--- src/rtl/lmsm_sequencer.sv ---
// Load-Multiple / Store-Multiple sequencer: walks an 8-bit register mask from R0 upward,
// moving one word per selected register between the register file and consecutive memory addresses.
module lmsm_sequencer #(
  parameter int DATA_W = 16,
  parameter int ADDR_W = 16
) (
  input  logic              clk,
  input  logic              reset,
  input  logic              start,
  input  logic              is_store,
  input  logic [7:0]        mask,
  input  logic [ADDR_W-1:0] base_addr,
  input  logic [DATA_W-1:0] reg_rdata,
  input  logic [DATA_W-1:0] mem_rdata,
  input  logic              mem_ready,
  output logic [2:0]        reg_addr,
  output logic              reg_we,
  output logic [DATA_W-1:0] reg_wdata,
  output logic              mem_req,
  output logic              mem_we,
  output logic [ADDR_W-1:0] mem_addr,
  output logic [DATA_W-1:0] mem_wdata,
  output logic              busy,
  output logic              done
);

  typedef enum logic [2:0] {S_IDLE, S_SCAN, S_XFER, S_WB, S_DONE} state_t;

  state_t            state_q, state_d;
  logic [7:0]        pend_q, pend_d;
  logic [ADDR_W-1:0] addr_q, addr_d;
  logic [2:0]        idx_q, idx_d;
  logic [DATA_W-1:0] wbuf_q, wbuf_d;
  logic              st_q, st_d;
  logic [2:0]        low_idx;

  always_ff @(posedge clk or posedge reset) begin
    if (reset) begin
      state_q <= S_IDLE;
      pend_q  <= '0;
      addr_q  <= '0;
      idx_q   <= '0;
      wbuf_q  <= '0;
      st_q    <= 1'b0;
    end else begin
      state_q <= state_d;
      pend_q  <= pend_d;
      addr_q  <= addr_d;
      idx_q   <= idx_d;
      wbuf_q  <= wbuf_d;
      st_q    <= st_d;
    end
  end

  // Descending scan so the lowest set bit is the last (winning) assignment.
  always_comb begin
    low_idx = 3'd0;
    for (int i = 7; i >= 0; i--) begin
      if (pend_q[i]) low_idx = 3'(i);
    end
  end

  always_comb begin
    state_d = state_q;
    pend_d  = pend_q;
    addr_d  = addr_q;
    idx_d   = idx_q;
    wbuf_d  = wbuf_q;
    st_d    = st_q;
    case (state_q)
      S_IDLE: begin
        if (start) begin
          pend_d  = mask;
          addr_d  = base_addr;
          st_d    = is_store;
          state_d = S_SCAN;
        end
      end
      S_SCAN: begin
        if (pend_q == 8'd0) begin
          state_d = S_DONE;
        end else begin
          idx_d   = low_idx;
          state_d = S_XFER;
        end
      end
      S_XFER: begin
        if (mem_ready) begin
          if (st_q) begin
            pend_d[idx_q] = 1'b0;
            addr_d        = addr_q + ADDR_W'(1);
            state_d       = S_SCAN;
          end else begin
            wbuf_d  = mem_rdata;
            state_d = S_WB;
          end
        end
      end
      S_WB: begin
        pend_d[idx_q] = 1'b0;
        addr_d        = addr_q + ADDR_W'(1);
        state_d       = S_SCAN;
      end
      S_DONE:  state_d = S_IDLE;
      default: state_d = S_IDLE;
    endcase
  end

  // Moore outputs; only mem_wdata passes reg_rdata through during a store request.
  always_comb begin
    reg_addr  = 3'd0;
    reg_we    = 1'b0;
    reg_wdata = '0;
    mem_req   = 1'b0;
    mem_we    = 1'b0;
    mem_addr  = '0;
    mem_wdata = '0;
    busy      = (state_q != S_IDLE);
    done      = (state_q == S_DONE);
    case (state_q)
      S_XFER: begin
        mem_req   = 1'b1;
        mem_we    = st_q;
        mem_addr  = addr_q;
        reg_addr  = idx_q;
        mem_wdata = st_q ? reg_rdata : '0;
      end
      S_WB: begin
        reg_we    = 1'b1;
        reg_addr  = idx_q;
        reg_wdata = wbuf_q;
      end
      default: ;
    endcase
  end

endmodule

--- config.mk ---
export PLATFORM = sky130hd
export DESIGN_NAME = lmsm_sequencer
export DESIGN_NICKNAME = d
export VERILOG_FILES = /design/src/rtl/lmsm_sequencer.sv
export SDC_FILE = /design/constraint.sdc
export NUM_CORES = 1
export LEC_CHECK = 0
export ABC_AREA = 1
export CAP_MARGIN = 20
export CORE_ASPECT_RATIO = 1.4
export CORE_UTILIZATION = 40
export CTS_CLUSTER_SIZE = 40
export DETAILED_ROUTE_END_ITERATION = 8
export PLACE_DENSITY = 0.77
export SKIP_LAST_GASP = 1
export SYNTH_ARGS = -nofsm -noshare
export SYNTH_HDL_FRONTEND = slang
export SYNTH_SLANG_ARGS = --single-unit
export TNS_END_PERCENT = 1
--- constraint.sdc ---
create_clock -name clk -period 1.5 [get_ports clk]
set_input_delay 0.3 -clock clk [delete_from_list [all_inputs] [get_ports clk]]
set_output_delay 0.3 -clock clk [all_outputs]
set_load 0.05 [all_outputs]
==> run_results.csv <==
group,metric,value,unit
pwr,power.switching,5.54,mW
critical_path,critPathArrivalTime,1.48,ns
global_route,overflow,0,
global_route,grt_pass1_wl,15200,um
yosys,synth_top_area_cell,"dfrtp_1",
critical_path,r2r_end,"addr_q[15]$_DFFE_PP0P_",
route,drtIter0Drc,143,
sta,final_hold_viol_count,0,
critical_path,r2r_cells,11,
critical_path,regToRegStartpoint,"state_q[2]$_DFFE_PP0P_",
sta,rsz0062_at_grt,"true",
sta,finClkSkew,0.0109,ns
pwr,p_seq_share,20.9,%
placement,routabilityCongestion,0.836,
sta,setup-violations-final,68,
sta,fin_setup_tns,-14.59,ns
critical_path,crit_required,1.20,ns
yosys,ys_ff_latch,47,
clocking,clk_pin_slew,0.10,ns
floorplan,dieArea,7800,um^2
floorplan,die_w,74.9,um
critical_path,cp-end-kind,"output pin",
clocking,clock_path_buffers,2,
critical_path,cp-endpoint,"mem_wdata[0]",
placement,dp_hpwl,7340,um
pwr,power_frac_clock,9.8,%
floorplan,row_count,36,
yosys,yosysTopAreaCellShare,39.5,%
clocking,postCtsHoldBufs,0,
clocking,cts_buffers,5,
route,routed_wl,9130,um
sta,relSlewSlack,68.9,%
route,vias,3405,
floorplan,die_y,104,um
yosys,syn_nets,525,
yosys,ys.warnings.count,0,
route,ant_nets,0,
pwr,power.density,2050,nW/um^2
layout,mostFrequentLayoutCells,"nand2_1 (132), buf_12 (67), inv_1 (60), clkdlybuf4s50_1 (60), nor2_1 (47)",
pwr,peakVddDrop,1.37,mV
pwr,comb_power_share,69.3,%
critical_path,cp_max_fo,9,
run,cap_violations,0,
pwr,p_leak,2.54,nW
clocking,tritoncts,"done",
critical_path,regToRegSetupSlack,-0.13,ns
sta,worst_pin_slew,0.466,ns
hold_path,hold_path.class,"in2async",
route,drtPass1Iterations,4,
clocking,clock_latency,0.30,ns
layout,area_growth,85.0,%
sta,period_share,118,%
route,drc,0,
layout,drive_above_1_share,26.6,%
outcome,violations,"setup timing",
placement,dpl_worst_slack,-0.267,ns
clocking,clock-root-buffer,"clkbuf_8",
global_route,grt_max_degree,33,
critical_path,start_kind,"flop",
yosys,synth.avg_cell_area,6.43,um^2
yosys,syn_inst,463,
global_route,grt_usage,24.7,%
clocking,cts.sinks,47,
global_route,antenna_found_initial,0,
pwr,internal-power,5.76,mW
outcome,status,"finished, violations left",
sta,drv_slew,0,
critical_path,criticalPathCategory,"reg2out",
floorplan,start_util,42.1,%
clocking,htreeDepth,2,
layout,layout_commonest_cell,"nand2_1",
pwr,swShare,49.0,%
sta,setup_slack,-0.277,ns
yosys,syn_area,2980,um^2
floorplan,io_pins,117,
placement,portBuffers,116,
yosys,synthDistinctLibCells,28,
yosys,seq_area_frac_synth,39.5,%
sta,max_freq,563,MHz
layout,antennaDiodeCount,0,
sta,min_period,1.78,ns
route,vias_per_cell,4.92,
layout,nNetsFinal,658,
route,drt-wirelength-per-cell,13.2,um
critical_path,crit_start,"state_q[2]$_DFFE_PP0P_",
floorplan,fp.coreArea,7070,um^2
global_route,grt_pass1_vias,3433,
yosys,synthTopCellsByArea,"dfrtp_1 (39%), nand2_1 (17%), nor2_1 (12%)",
==> synthesized netlist by cell type (all sizes together) <==
| library cell | n |
|---|---|
| a21oi | 19 |
| a31oi | 2 |
| buf | 11 |
| clkbuf | 6 |
| dfrtp | 47 |
| ha | 1 |
| inv | 65 |
| nand2 | 137 |
| nand3 | 38 |
| nand4 | 7 |
| nor2 | 100 |
| nor3 | 2 |
| o211ai | 1 |
| o21ai | 22 |
| o21bai | 1 |
| o31ai | 3 |
| or2 | 1 |
==> logic make-up (layout without fill, tap and decap cells) <==
| logic type | after synthesis | count (layout) | synth area share (%) |
|---|---|---|---|
| buffers and inverters | 82 | 216 | 11.2 |
| adders and majority gates | 1 | 1 | 0.420 |
| AOI/OAI and AO/OA | 48 | 48 | 8.95 |
| DFF | 47 | 47 | 39.5 |
| and+or+nand+nor | 285 | 285 | 39.9 |
==> power by group through the flow <==
| stage | Combinational, mW | Clock [mW] | Sequential (mW) |
|---|---|---|---|
| final | 7.83 | 1.11 | 2.37 |
| after global routing | 8.46 | 1.17 | 2.43 |
| after CTS | 7.90 | 1.13 | 2.36 |
| after detailed placement | 7.78 | 0 | 2.38 |
| after global placement | 7.57 | 0 | 2.34 |
| after floorplan | 4.87 | 0 | 2.25 |
==> repair_timing <==
item | 4_1_cts | 5_1_grt
pin swaps | 2 | 0
resized for setup | 10 | 0
setup endpoints to repair | 72 | 98
cloned | 0 | 0
setup buffers | 1 | 0
==> worst max-delay path: stages, from the launching register on <==
cell	delay [ns]
dfrtp_1	0.38
inv_2	0.10
nand2_4	0.08
nor2_8	0.11
inv_6	0.08
buf_12	0.16
nor2_4	0.12
buf_12	0.14
==> stage by stage <==
stage               hold WS (ns)  std cells  cell area [um^2]  total power, mW  util [%]
floorplan                  0.417        463              3310             7.12         -
CTS                        0.285        692              5510             11.4      77.9
global route               0.322        692              5510             12.1      77.9
global placement           0.458        683              5340             9.91      75.5
detailed placement         0.463        683              5340             10.2      75.5
finish                     0.281        692              5510             11.3      77.9
==> flip-flops by register name, indices dropped and copies added (netlist names) <==
signal   cells
addr_q      16
idx_q        3
pend_q       8
st_q         1
state_q      3
wbuf_q      16
==> how the worst min path moves through the flow <==
stage	to	cells past startpoint
after global routing	pend_q[5]$_DFFE_PP0P_	2
after CTS	pend_q[5]$_DFFE_PP0P_	2
after global placement	pend_q[5]$_DFFE_PP0P_	2
after detailed placement	pend_q[5]$_DFFE_PP0P_	2
after floorplan	pend_q[3]$_DFFE_PP0P_	2
final	pend_q[1]$_DFFE_PP0P_	2
==> metal layers <==
metal / wire, um / vias to the layer above / GRT usage (%)
li1: - / 1693 / -
met1: 3160 / 1584 / 25.5
met2: 5270 / 114 / 47.6
met3: 552 / 14 / 5.43
met4: 138 / 0 / 6.47
met5: 0 / - / 0
==> cell type report <==
cell class | count | area [um^2]
clock buffer | 6 | 72.6
clock inverter | 2 | 60.1
fill | 466 | 1560
inverter | 65 | 249
multi-input combinational | 334 | 1770
sequential | 47 | 1180
tap | 95 | 119
timing repair buffer | 143 | 2070
(Power assumes the default switching activity.)
